$ cat src/rtl/ibis_video_timing_gen.sv
// Raster timing generator: divides aclk down to a pixel strobe and produces
// sync/blanking/ordinate outputs, with timings reloadable at frame boundaries.
module ibis_video_timing_gen #(
  parameter int CLK_DIV   = 5,
  parameter int H_ACTIVE  = 640,
  parameter int H_FP      = 16,
  parameter int H_SYNC    = 96,
  parameter int H_BP      = 48,
  parameter int V_ACTIVE  = 480,
  parameter int V_FP      = 10,
  parameter int V_SYNC    = 2,
  parameter int V_BP      = 33,
  parameter bit HSYNC_POL = 1'b0,
  parameter bit VSYNC_POL = 1'b0
) (
  input  logic        aclk,
  input  logic        aresetn,
  input  logic        enable,
  input  logic        cfg_valid,
  output logic        cfg_ready,
  input  logic [63:0] cfg_h,
  input  logic [63:0] cfg_v,
  input  logic [1:0]  cfg_pol,
  output logic        cfg_err,
  output logic        pix_stb,
  output logic        hsync,
  output logic        vsync,
  output logic        hblankn,
  output logic        vblankn,
  output logic        de,
  output logic        line_start,
  output logic        frame_start,
  output logic [15:0] ord_x,
  output logic [15:0] ord_y
);

  localparam logic [3:0]  DIV_LAST  = 4'(CLK_DIV - 1);
  localparam logic [63:0] H_DEFAULT = {16'(H_BP), 16'(H_SYNC), 16'(H_FP), 16'(H_ACTIVE)};
  localparam logic [63:0] V_DEFAULT = {16'(V_BP), 16'(V_SYNC), 16'(V_FP), 16'(V_ACTIVE)};
  localparam logic [1:0]  P_DEFAULT = {VSYNC_POL, HSYNC_POL};

  function automatic logic [17:0] total_of(input logic [63:0] f);
    return {2'b0, f[15:0]} + {2'b0, f[31:16]} + {2'b0, f[47:32]} + {2'b0, f[63:48]};
  endfunction

  function automatic logic fields_ok(input logic [63:0] f);
    return (f[15:0] != 16'd0) && (f[31:16] != 16'd0) && (f[47:32] != 16'd0) &&
           (f[63:48] != 16'd0) && (total_of(f) <= 18'd65536);
  endfunction

  function automatic logic in_sync(input logic [15:0] pos, input logic [63:0] f);
    logic [17:0] start;
    logic [17:0] stop;
    start = {2'b0, f[15:0]} + {2'b0, f[31:16]};
    stop  = start + {2'b0, f[47:32]};
    return ({2'b0, pos} >= start) && ({2'b0, pos} < stop);
  endfunction

  logic [3:0]  div_reg;
  logic [15:0] x_reg, y_reg, x_next, y_next;
  logic [63:0] h_cfg_reg, v_cfg_reg, h_cfg_next, v_cfg_next;
  logic [1:0]  pol_reg, pol_next;
  logic [63:0] h_shadow_reg, v_shadow_reg;
  logic [1:0]  pol_shadow_reg;
  logic        pending_reg, err_reg;
  logic        hsync_reg, vsync_reg, hblankn_reg, vblankn_reg, line_start_reg, frame_start_reg;
  logic [17:0] h_total, v_total;
  logic        x_wrap, y_wrap, frame_wrap, transfer, cfg_legal;

  assign h_total    = total_of(h_cfg_reg);
  assign v_total    = total_of(v_cfg_reg);
  assign pix_stb    = enable && (div_reg == DIV_LAST);
  assign x_wrap     = ({2'b0, x_reg} == h_total - 18'd1);
  assign y_wrap     = ({2'b0, y_reg} == v_total - 18'd1);
  assign frame_wrap = pix_stb && x_wrap && y_wrap;
  assign transfer   = cfg_valid && !pending_reg;
  assign cfg_legal  = fields_ok(cfg_h) && fields_ok(cfg_v);

  always_comb begin
    x_next     = x_reg;
    y_next     = y_reg;
    h_cfg_next = h_cfg_reg;
    v_cfg_next = v_cfg_reg;
    pol_next   = pol_reg;
    if (pix_stb) begin
      if (x_wrap) begin
        x_next = 16'd0;
        y_next = y_wrap ? 16'd0 : 16'(y_reg + 16'd1);
      end else begin
        x_next = 16'(x_reg + 16'd1);
      end
    end
    // Shadow must have been captured before this edge, so a same-cycle offer waits a frame.
    if (frame_wrap && pending_reg) begin
      h_cfg_next = h_shadow_reg;
      v_cfg_next = v_shadow_reg;
      pol_next   = pol_shadow_reg;
    end
  end

  always_ff @(posedge aclk) begin
    if (!aresetn) begin
      div_reg         <= 4'd0;
      x_reg           <= 16'd0;
      y_reg           <= 16'd0;
      h_cfg_reg       <= H_DEFAULT;
      v_cfg_reg       <= V_DEFAULT;
      pol_reg         <= P_DEFAULT;
      h_shadow_reg    <= H_DEFAULT;
      v_shadow_reg    <= V_DEFAULT;
      pol_shadow_reg  <= P_DEFAULT;
      pending_reg     <= 1'b0;
      err_reg         <= 1'b0;
      hsync_reg       <= ~HSYNC_POL;
      vsync_reg       <= ~VSYNC_POL;
      hblankn_reg     <= 1'b1;
      vblankn_reg     <= 1'b1;
      line_start_reg  <= 1'b1;
      frame_start_reg <= 1'b1;
    end else begin
      if (enable) div_reg <= (div_reg == DIV_LAST) ? 4'd0 : 4'(div_reg + 4'd1);
      x_reg     <= x_next;
      y_reg     <= y_next;
      h_cfg_reg <= h_cfg_next;
      v_cfg_reg <= v_cfg_next;
      pol_reg   <= pol_next;
      err_reg   <= transfer && !cfg_legal;
      if (transfer && cfg_legal) begin
        h_shadow_reg   <= cfg_h;
        v_shadow_reg   <= cfg_v;
        pol_shadow_reg <= cfg_pol;
        pending_reg    <= 1'b1;
      end else if (frame_wrap) begin
        pending_reg    <= 1'b0;
      end
      // Flags are decoded from the next position so they align with ord_x/ord_y.
      hsync_reg       <= in_sync(x_next, h_cfg_next) ? pol_next[0] : ~pol_next[0];
      vsync_reg       <= in_sync(y_next, v_cfg_next) ? pol_next[1] : ~pol_next[1];
      hblankn_reg     <= (x_next < h_cfg_next[15:0]);
      vblankn_reg     <= (y_next < v_cfg_next[15:0]);
      line_start_reg  <= (x_next == 16'd0);
      frame_start_reg <= (x_next == 16'd0) && (y_next == 16'd0);
    end
  end

  assign cfg_ready   = !pending_reg;
  assign cfg_err     = err_reg;
  assign hsync       = hsync_reg;
  assign vsync       = vsync_reg;
  assign hblankn     = hblankn_reg;
  assign vblankn     = vblankn_reg;
  assign de          = hblankn_reg && vblankn_reg;
  assign line_start  = line_start_reg;
  assign frame_start = frame_start_reg;
  assign ord_x       = x_reg;
  assign ord_y       = y_reg;

endmodule

$ cat config.mk
export PLATFORM = sky130hd
export DESIGN_NAME = ibis_video_timing_gen
export DESIGN_NICKNAME = d
export VERILOG_FILES = /design/src/rtl/ibis_video_timing_gen.sv
export SDC_FILE = /design/constraint.sdc
export NUM_CORES = 1
export LEC_CHECK = 0
export CORE_MARGIN = 3
export CORE_UTILIZATION = 49
export CTS_BUF_LIST = sky130_fd_sc_hd__clkbuf_16
export DETAILED_ROUTE_END_ITERATION = 6
export PLACE_DENSITY_LB_ADDON = 0.05
export REMOVE_ABC_BUFFERS = 1
export SETUP_SLACK_MARGIN = 0.4
export SLEW_MARGIN = 10
export SYNTH_ARGS = -nofsm -noshare
export SYNTH_HDL_FRONTEND = slang
export SYNTH_SLANG_ARGS = --single-unit
export TNS_END_PERCENT = 1
$ cat constraint.sdc
create_clock -name aclk -period 19.35 [get_ports aclk]
set_clock_uncertainty 0.2 [all_clocks]
set_input_delay 3.87 -clock aclk [delete_from_list [all_inputs] [get_ports aclk]]
set_output_delay 3.87 -clock aclk [all_outputs]
set_load 0.05 [all_outputs]
# Yosys cells after proc, flatten, opt, wreduce, memory -nomap -nowiden
# Cells that the tools add are included.
dict set report classes {
  addsub 21
  magnitude_cmp 8
  eq_ne 3
  n_mux 13
  n_bitwise 2
  n_reduce_logical 33
}
# operator count
set op_table {}
lappend op_table {{$reduce_bool A16 Y1} 8}
lappend op_table {{$add A17 B16 Y18} 6}
lappend op_table {{$add A16 B16 Y17} 6}
lappend op_table {{$mux W48} 2}
lappend op_table {{$mux W16} 5}
lappend op_table {{$add A18 B16 Y18} 4}
lappend op_table {{$eq A16 B18 Y1} 2}
lappend op_table {{$le A18 B17 Y1 const B} 2}
lappend op_table {{$lt A16 B18 Y1} 2}
lappend op_table {{$sub A18 B1 Y18 const B} 2}
lappend op_table {{$ge A16 B17 Y1} 2}
lappend op_table {{$add A16 B1 Y16 const B} 2}
lappend op_table {{$logic_not A16 Y1} 2}
lappend op_table {{$lt A16 B16 Y1} 2}
lappend op_table {{$logic_and A1 B1 Y1} 20}
lappend op_table {{$add A4 B1 Y4 const B} 1}
lappend op_table {{$eq A4 B3 Y1 const B} 1}
lappend op_table {{$mux W1} 4}
lappend op_table {{$mux W4} 1}
lappend op_table {{$logic_not A1 Y1} 2}
lappend op_table {{$mux W2} 1}
lappend op_table {{$not A1 Y1} 2}
lappend op_table {{$reduce_bool A2 Y1} 1}
dict set report totals {
  ff_bits 304
  inputBits 134
  output_inout_bits 42
  elab_cells 99
}

# Longest topological paths before layout
dict set report depth {
  depth_word 14
  depth_mapped 55
  depth_no_buf 50
}

# Worst setup path before layout
# Ideal clock, no wire load.
dict set report synth_path {
  kind {input to register}
  start {input enable}
  end {register vsync_reg, in the netlist vsync}
  setup_time_ns 0.062
  arrival_ns 10.677
  required_ns 19.088
  setup_slack_ns 8.411
  cell_stages 39
  n_path_buf 4
  path_cell_list {clkbuf_2 nand4b_1 inv_1 and4_1 and4_1 clkbuf_1 and2_1 buf_2 clkbuf_1 nor2_1 a21oi_1 inv_1 ha_1 a21o_1 a21oi_1 o21bai_1 a21o_1 maj3_1 [... 3 more ...] xor2_1 ha_1 a21o_1 a31oi_1 o21ai_0 a21o_1 ha_1 nor2b_1 o21ai_0 nand2b_1 a211oi_1 a211oi_1 o21ai_0 o211ai_1 o21ai_0 o21ai_0 or3_1 nand3_1}
}
dict set report synth_between {
  elab_chain_cells 10
  word_cells_on_any_way 14
  cone_classes {2 x add/sub; 2 x order compare; 4 x mux; 1 x bitwise; 5 x reduce/logical}
}
# element line
set synth_rtl {}
lappend synth_rtl {{from (decl)} 18} ;# input logic enable,
lappend synth_rtl {{$logic_and A1 B1 Y1 (*)} 72} ;# assign pix_stb = enable && (div_reg == DIV_LAST);
lappend synth_rtl {{$logic_and A1 B1 Y1 (*) (2 in a row)} 75} ;# assign frame_wrap = pix_stb && x_wrap && y_wrap;
lappend synth_rtl {{$logic_and A1 B1 Y1 (*)} 94} ;# if (frame_wrap && pending_reg) begin
lappend synth_rtl {{$mux W48 (*)} 94}
lappend synth_rtl {{named net v_cfg_next[1]} 61} ;# logic [63:0] h_cfg_reg, v_cfg_reg, h_cfg_next, v_cfg_next;
lappend synth_rtl {{$add A16 B16 Y17 (*)} 54} ;# start = {2'b0, f[15:0]} + {2'b0, f[31:16]};
lappend synth_rtl {{$add A17 B16 Y18} 55} ;# stop = start + {2'b0, f[47:32]};
lappend synth_rtl {{$lt A16 B18 Y1} 56} ;# return ({2'b0, pos} >= start) && ({2'b0, pos} < stop);
lappend synth_rtl {{$logic_and A1 B1 Y1 (*)} 56}
lappend synth_rtl {{$mux W1 (*)} 138} ;# vsync_reg <= in_sync(y_next, v_cfg_next) ? pol_next[1] : ~pol_next[1];
lappend synth_rtl {{to (signal assigned)} 115} ;# vsync_reg <= ~VSYNC_POL;
lappend synth_rtl {{to (signal assigned)} 138}
lappend synth_rtl {{to (decl)} 66} ;# logic hsync_reg, vsync_reg, hblankn_reg, vblankn_reg, line_start_reg, frame_start_reg;
# Mark *: on every way through the listed nets, which the timed path passes. The rest lies on a longest branch.
# A chain may end at the register's enable or synchronous reset.

# Final worst setup path
# Ends and elaborated chain as after synthesis.

==> reports/qor.txt <==
status = finished clean
IO Count = 176
Post-Syn Area = 25100 um2
Core Region = 50400 um2
dpl hpwl = 64200 um
Die X = 232 um
first-pass GRT wire length = 121000 um
Layout area overhead = 12.8%
CTS tree = yes
WP data arrival = 13.14 ns
Hold Path End = h_cfg_reg[62]$_SDFFE_PN0N_
die area = 54000 um2
Final min period = 12.85 ns
grt ovf = 0
vias per cell = 5.66
Routed Antenna Nets = 0
Hold Slack = 0.268 ns
R2R Setup Slk = 6.82 ns
max_slew headroom = 0.226
Peak VDD IR = 0.0730 mV
Post-synth ARST share = 0
number of core rows = 82
Setup CP Type = input port to flop
Crit. End Element = flop
Worst Tran Pin Value = 1.16 ns
Synth Register Bits = 304
cells on worst reg2reg path = 48
initial antenna violation count = 3
WP data required = 19.63 ns
switching share of power = 0.311
Clk pin slew, worst setup/hold paths = 0.06 ns
post-CTS setup buffer count = 0
I/O Buffers = 175
fraction of layout instances using a drive strength above 1 = 0.0342
Post-synth EDFFs = 0
Hold Vio Cnt, Final = 0
# setup viols final = 0
Total GRT Usage = 0.292
Sequential Power Share = 0.385
sequential area share after synthesis = 0.242
worst flop-to-flop path endpoint = vsync$_SDFF_PN1_
routed wire length = 79400 um
Clock Path Buffers = 3
CTS hold repair buffers = 0
clock power share = 0.368
Hold Startpoint = h_cfg_reg[62]$_SDFFE_PN0N_
Post-CTS Resized = 0
DRT iter0 DRCs = 1424
CTS H-Tree Depth = 2
library cells used by synthesis = 88
total internal power = 0.00122 W
top fanout value on the critical path = 77
clock latency on the worst-skew pair = 0.56 ns
Fmax achieved = 77.8 MHz
top_reg_cell synth = dfxtp_1
Starting Density = 0.499
Mean Syn Cell Area = 8.54 um2
critical path's slowest cell = buf_4
Finished Cell Area = 28300 um2
Worst Setup Start Kind = input port
Pre-antenna DRT Iters = 5
Synth Instances = 2943
routed length per instance = 21.2 um
PD cells = 62.7 nW/um2
largest net degree at the start of global routing = 144
maxcap violations = 0
Num CTS Buffers = 37
Cell Area, Placed = 27200 um2
Yosys Warn Count = 0
DR vias = 21200
Combinational Power Share = 0.247
Remaining DRCs = 0
CTS Sinks = 304
Root Buffer = clkbuf_16
routability congestion estimate = 0.935
Sw Pwr = 0.000552 W
post-route setup TNS = 0 ns
Max Slew Vio Count = 0
fin crit share = 0.664
number of global-route vias before repair = 21300
Die H = 232 um
type of the tightest min-delay check = flop to flop
Layout Nets = 3575
FF-to-FF Start = h_cfg_reg[1]$_SDFF_PN0_
WHS Path Cells = 2
most used cell, CP = o21ai_0
Critical Path Max Stage Delay = 0.63 ns
RSZ-0062 raised after global routing = false
Pleak = 13.0 nW
-- worst max-delay path: cells and delay by family --
kind	cells	cell delay [ns]
AOI/OAI and AO/OA	19	3.98
buffers and inverters	6	2.07
and+or+nand+nor	9	1.63
adders and majority gates	4	1.32
xor gates and xnor gates	1	0.17
-- synth_stat cells, drive strengths merged, types with 50 or more instances --
| master | n | area share |
|---|---|---|
| mux2i | 144 | 0.057 |
| nor2b | 168 | 0.042 |
| o21ai | 118 | 0.024 |
| nor2 | 142 | 0.021 |
| a21oi | 158 | 0.032 |
| inv | 266 | 0.040 |
| xnor2 | 97 | 0.034 |
| nand2 | 325 | 0.049 |
| ha | 264 | 0.13 |
| xor2 | 50 | 0.017 |
| fa | 130 | 0.10 |
| dfxtp | 304 | 0.24 |
| and2 | 91 | 0.023 |
| nor4 | 55 | 0.015 |
| clkbuf | 65 | 0.0098 |
| buf | 55 | 0.013 |
| a21o | 53 | 0.016 |
| nand3 | 57 | 0.012 |
-- worst max-delay path by stage --
stage                     cells after the start    from          endpoint
final                                        39  enable  vsync$_SDFF_PN1_
after global routing                         39  enable  vsync$_SDFF_PN1_
after CTS                                    39  enable  vsync$_SDFF_PN1_
after detailed placement                     39  enable  vsync$_SDFF_PN1_
after global placement                       39  enable  vsync$_SDFF_PN1_
after floorplan                              34  enable  vsync$_SDFF_PN1_
-- layout by cell type (no fill, tap or decap), types with 7 or more instances in the layout --
cell type,count
and2_1,90
xor2_1,50
o31ai_1,10
o21a_1,21
nor4_1,53
a21o_1,49
or2_2,9
nor2_1,140
mux2i_1,144
nor2b_1,168
nor3_1,37
dfxtp_1,304
xnor2_1,97
clkdlybuf4s50_1,174
ha_1,264
inv_1,276
a21boi_0,33
nand2_1,324
fa_1,130
or3_1,15
nand3_1,56
buf_4,9
nand4b_1,7
a2111oi_0,9
o211ai_1,17
clkbuf_16,37
nand2b_1,24
o21bai_1,22
o21ai_0,117
a31oi_1,13
and3_1,14
nand4_1,47
a21oi_1,152
and4_1,8
a211oi_1,17
-- stage by stage --
stage	worst slack, ns	total power, W	std cells	util
finish	6.50	0.00178	3745	0.563
global route	5.88	0.00186	3744	0.563
CTS	6.69	0.00179	3744	0.563
detailed placement	6.19	0.00113	3680	0.541
global placement	6.56	0.00112	3680	0.541
floorplan	5.12	0.00101	2823	-
-- area by class of cell --
| type | count | area (um2) |
|---|---|---|
| fillers | 4658 | 22000 |
| multi-input cells | 2253 | 17500 |
| flip-flops and latches | 304 | 6090 |
| repair buffers | 185 | 1840 |
| inverters | 266 | 998 |
| clock buffers | 37 | 926 |
| well taps | 672 | 841 |
| clock inverters | 27 | 180 |
| diodes | 1 | 2.50 |
-- metal layers --
metal,vias up,part of all wire,routed length [um],track usage
met2,554,0.50,39700,0.523
met5,-,0,0,0
met4,0,0.069,5490,0.179
met1,10100,0.39,31000,0.333
met3,207,0.040,3180,0.0323
li1,10300,-,-,-
-- power by group through the flow --
stage	Sequential [W]	Combinational (W)	Clock (W)
6_report	0.000683	0.000439	0.000654
2_1_floorplan	0.000686	0.000324	0
3_5_place_dp	0.000698	0.000432	0
5_1_grt	0.000685	0.000483	0.000687
3_3_place_gp	0.000697	0.000427	0
4_1_cts	0.000684	0.000435	0.000667
-- cells by family (layout without fill, tap and decap cells) --
family,Yosys count,after routing,synth area share
adder cells (fa/ha/maj),400,400,0.237
XOR/XNOR,147,147,0.0512
buffers and inverters,386,515,0.0629
other,0,1,0
flip-flops,304,304,0.242
multiplexers,145,145,0.0578
AND/OR/NAND/NOR,1022,1022,0.208
AO/OA/AOI/OAI,539,539,0.140
Power figures use the tool's default switching activity.
